===== config.mk =====
export PLATFORM = sky130hd
export DESIGN_NAME = shift_register_n
export DESIGN_NICKNAME = d
export VERILOG_FILES = /design/src/rtl/shift_register_pkg.sv /design/src/rtl/shift_register_n.sv
export SDC_FILE = /design/constraint.sdc
export NUM_CORES = 1
export LEC_CHECK = 0
export BUFFER_PORTS_ARGS = -buffer_cell sky130_fd_sc_hd__buf_4
export CORE_MARGIN = 1
export CORE_UTILIZATION = 40
export DETAILED_ROUTE_END_ITERATION = 10
export MAX_ROUTING_LAYER = met4
export SKIP_LAST_GASP = 1
export SYNTH_ARGS = -nofsm -noshare
export SYNTH_HDL_FRONTEND = slang
export SYNTH_SLANG_ARGS = --single-unit

===== constraint.sdc =====
create_clock -name clk -period 2.44 [get_ports clk]
set_input_delay 0.366 -clock clk [delete_from_list [all_inputs] [get_ports clk]]
set_output_delay 0.366 -clock clk [all_outputs]
set_load 0.005 [all_outputs]

===== src/rtl/shift_register_pkg.sv =====
// Shared types for the shift_register_n universal register / serialiser.
package shift_register_pkg;

  typedef enum logic [2:0] {
    MODE_HOLD  = 3'd0,
    MODE_LOAD  = 3'd1,
    MODE_SHL   = 3'd2,
    MODE_SHR   = 3'd3,
    MODE_ROL   = 3'd4,
    MODE_ROR   = 3'd5,
    MODE_CLEAR = 3'd6,
    MODE_RSVD  = 3'd7
  } mode_e;

  typedef enum logic {
    ST_IDLE  = 1'b0,
    ST_SHIFT = 1'b1
  } state_e;

endpackage


===== src/rtl/shift_register_n.sv =====
// WIDTH-bit universal register (hold/load/shift/rotate/clear) with a built-in
// serialiser that shifts a loaded word out on ser_out while capturing ser_in.
module shift_register_n
  import shift_register_pkg::*;
#(
  parameter int unsigned WIDTH     = 8,
  parameter bit          MSB_FIRST = 1'b1
) (
  input  logic             clk,
  input  logic             rst_n,
  input  logic             en,
  input  logic [2:0]       mode,
  input  logic [WIDTH-1:0] d,
  input  logic             ser_in,
  input  logic             start,
  output logic [WIDTH-1:0] q,
  output logic             ser_out,
  output logic             busy,
  output logic             done
);

  localparam int unsigned CW = $clog2(WIDTH + 1);

  state_e           state_q, state_d;
  logic [CW-1:0]    cnt_q,   cnt_d;
  logic [WIDTH-1:0] q_q,     q_d;
  logic             done_q,  done_d;

  function automatic logic [WIDTH-1:0] mode_next(
    input mode_e            m,
    input logic [WIDTH-1:0] cur,
    input logic [WIDTH-1:0] din,
    input logic             sin
  );
    logic [WIDTH-1:0] nxt;
    nxt = cur;
    case (m)
      MODE_LOAD:  nxt = din;
      MODE_SHL:   nxt = {cur[WIDTH-2:0], sin};
      MODE_SHR:   nxt = {sin, cur[WIDTH-1:1]};
      MODE_ROL:   nxt = {cur[WIDTH-2:0], cur[WIDTH-1]};
      MODE_ROR:   nxt = {cur[0], cur[WIDTH-1:1]};
      MODE_CLEAR: nxt = '0;
      default:    nxt = cur;
    endcase
    return nxt;
  endfunction

  always_comb begin
    state_d = state_q;
    cnt_d   = cnt_q;
    q_d     = q_q;
    done_d  = 1'b0;
    case (state_q)
      ST_IDLE: begin
        // start has priority over en/mode so a request is never lost
        if (start) begin
          q_d     = d;
          cnt_d   = '0;
          state_d = ST_SHIFT;
        end else if (en) begin
          q_d = mode_next(mode_e'(mode), q_q, d, ser_in);
        end
      end
      ST_SHIFT: begin
        if (en) begin
          q_d   = MSB_FIRST ? {q_q[WIDTH-2:0], ser_in} : {ser_in, q_q[WIDTH-1:1]};
          cnt_d = cnt_q + CW'(1);
          if (cnt_q == CW'(WIDTH - 1)) begin
            state_d = ST_IDLE;
            done_d  = 1'b1;
          end
        end
      end
      default: state_d = ST_IDLE;
    endcase
  end

  always_ff @(posedge clk or negedge rst_n) begin
    if (!rst_n) begin
      state_q <= ST_IDLE;
      cnt_q   <= '0;
      q_q     <= '0;
      done_q  <= 1'b0;
    end else begin
      state_q <= state_d;
      cnt_q   <= cnt_d;
      q_q     <= q_d;
      done_q  <= done_d;
    end
  end

  assign q       = q_q;
  assign ser_out = MSB_FIRST ? q_q[WIDTH-1] : q_q[0];
  assign busy    = (state_q == ST_SHIFT);
  assign done    = done_q;

endmodule

==> metrics <==
total number of vias=just over 900; CTS Buffer Depth=2; Post-CTS Setup Bufs=0; top cell type's share of synthesized area=0.354; Seq cells post-synth=14; fillcell total=204; # resized after CTS=0; crit-path leading delay family=compound AO/OA/AOI/OAI gates; FF-to-FF setup slack=between 0.9 and 1 ns; largest area contributor in the netlist=dfrtp_1; Avg WL per Cell=15.1 um; Cells after Synth=108; synthesized cell area=988 sq um; via/cell ratio=5.79; chip height=approximately 52 um; ys flop type=dfrtp_1; worst path required time=roughly 2.6 ns; CP Class=reg -> reg; post-synthesis sequential area ratio=0.354; Max Fclk=around 700 MHz; Detailed Route WL=2.39 mm; final setup vio count=0; most common cell after layout, fill and taps aside=buf_4; MaxCap Viol Count=0; Hold WC Path Type=in -> reg; RSZ-0062 raised after global routing=no; Inserted Clock Buffers=3; CP arrival=1.65 ns; # clock sinks=14; Final Hold Fails=0; number of diodes=0; dpl hpwl=between 1.5 and 2 mm; CP endpoint kind=flip-flop; period utilisation layout=0.600; DRT iter0 DRCs=15; full die area=2670 sq um; max-slew violations=0; layout cells sized above 1=0.262; htree depth=1; commonest cells after routing, fill and taps aside=buf_4, dfrtp_1, mux2i_1, nand2_1, nor2_1; VDD IR max=0.000515 V; Worst-Margin Slew=0.583 ns; ANT nets after route=0; pwr/cell area=between 900 and 1000 nW/um^2; GRT Util Overall=0.203; Skew-Pair Late Insertion Delay=~0.28 ns; first-pass GRT wire length=3.80 mm; clk slew on worst S/H paths=0.09 ns; vias in the first global route=826; placer congestion estimate=around 0.83; CP Max Fanout=16; syn_area_per_cell=9.15 sq um; synth-to-layout area growth=21.1%; initial core utilization=0.434; final cell count without fillers=158; hold buffer count at CTS=1; Total Power=~0.0011 W; pre-CTS WS=between 0.6 and 0.7 ns; Ports=27; crit path cell chain=mux2i_1, o31a_1, a21oi_1, a22o_1; Layout Skew=0.00299 ns; Post-synth EDFFs=0; gr ovfl total=0; crit path launch type=flip-flop; Die W=51.7 um; CTS tree=yes; placed insts=153; run status=complete, no violations; row count=17; CP bufs+invs=0; largest net degree at the start of global routing=17; Syn Nets=approximately 130; Async S/R FF share, synth=1.00; synth unique cells=36; I/O Buffers=26; CP max stage delay=0.50 ns; max_slew headroom=0.608; initial antenna violation count=0; Nets=148; core area=2280 sq um; top post-synthesis cells by area=dfrtp_1, mux2i_1, a211oi_1; hold path cells=2; Worst path slowest cell=o31a_1; leakage power=about 0.52 nW; DR pass1 iterations=4; clock root cell=clkbuf_4; yosys warns=0; final setup margin=between 0.9 and 1 ns; fin crit period=1.46 ns; # DRC=0; R2R depth=4; stages on the worst setup path=4; TNS Setup=0 ns
report_power, final:
group	leakage, nW	switching, W	internal (W)
sequential	0.170	0.000126	0.000330
combinational	0.331	0.000211	0.000250
clock	0.0210	0.0000828	0.0000909
total	0.523	0.000419	0.000671
cell families after synthesis:
family                     synth area share
and+or+nand+nor                       0.184
muxes                                0.0911
adders and majority gates            0.0127
DFF                                   0.354
AOI/OAI and AO/OA                     0.237
buffers and inverters                0.0949
xor gates and xnor gates             0.0266
area by class of cell:
class,instances,area [sq um],area share
clock buffer,4,36.3,0.0303
inverter,5,18.8,0.0157
multi-input combinational,79,544,0.455
sequential,14,350,0.293
tap,28,35.0,0.0293
timing repair buffer,28,213,0.178
flip-flops by register name, summed over array words and instances (netlist names):
register  count
done          1
q             8
cnt_q         4
busy          1
worst register-to-register path, delay by kind of cell (launching register included):
| kind | cells | cell delay [ns] |
|---|---|---|
| DFF | 1 | 0.37 |
| muxes | 1 | 0.19 |
| AOI/OAI and AO/OA | 3 | 0.81 |
cells in the mapped netlist, drive strengths merged (3+ instances only):
master  number
a211oi       6
a21oi        4
buf          8
dfrtp       14
inv          4
mux2i        9
nand2        9
nor2         7
nor2b        3
nor4         6
o21ai        4
o31ai        6
xnor2        3
worst paths after layout:
kind                            startpoint        to
worst max-delay path                  busy      q[2]
worst min-delay path                 start  cnt_q[0]
worst max register to register        busy      q[2]
worst min register to register    cnt_q[3]      done
max in group asynchronous            rst_n  cnt_q[2]
min in group asynchronous            rst_n      q[3]
layer usage:
layer | up-vias | part of all wire | track usage | wire length (um)
met3 | 4 | 0.040 | 0.0351 | 95
met2 | 26 | 0.46 | 0.292 | 1090
met4 | 0 | 0.013 | 0.0991 | 31
met1 | 437 | 0.49 | 0.275 | 1170
li1 | 448 | - | - | -
met5 | - | 0 | - | 0
through the flow:
step,hold WS (ns),util,cell area (sq um)
6_report,0.334,0.526,1200
5_1_grt,0.318,0.526,1200
4_1_cts,0.323,0.526,1200
3_5_place_dp,0.229,0.506,1150
3_3_place_gp,0.230,0.506,1150
2_1_floorplan,0.0704,-,988
No activity file was read; power rests on OpenSTA's default activity.
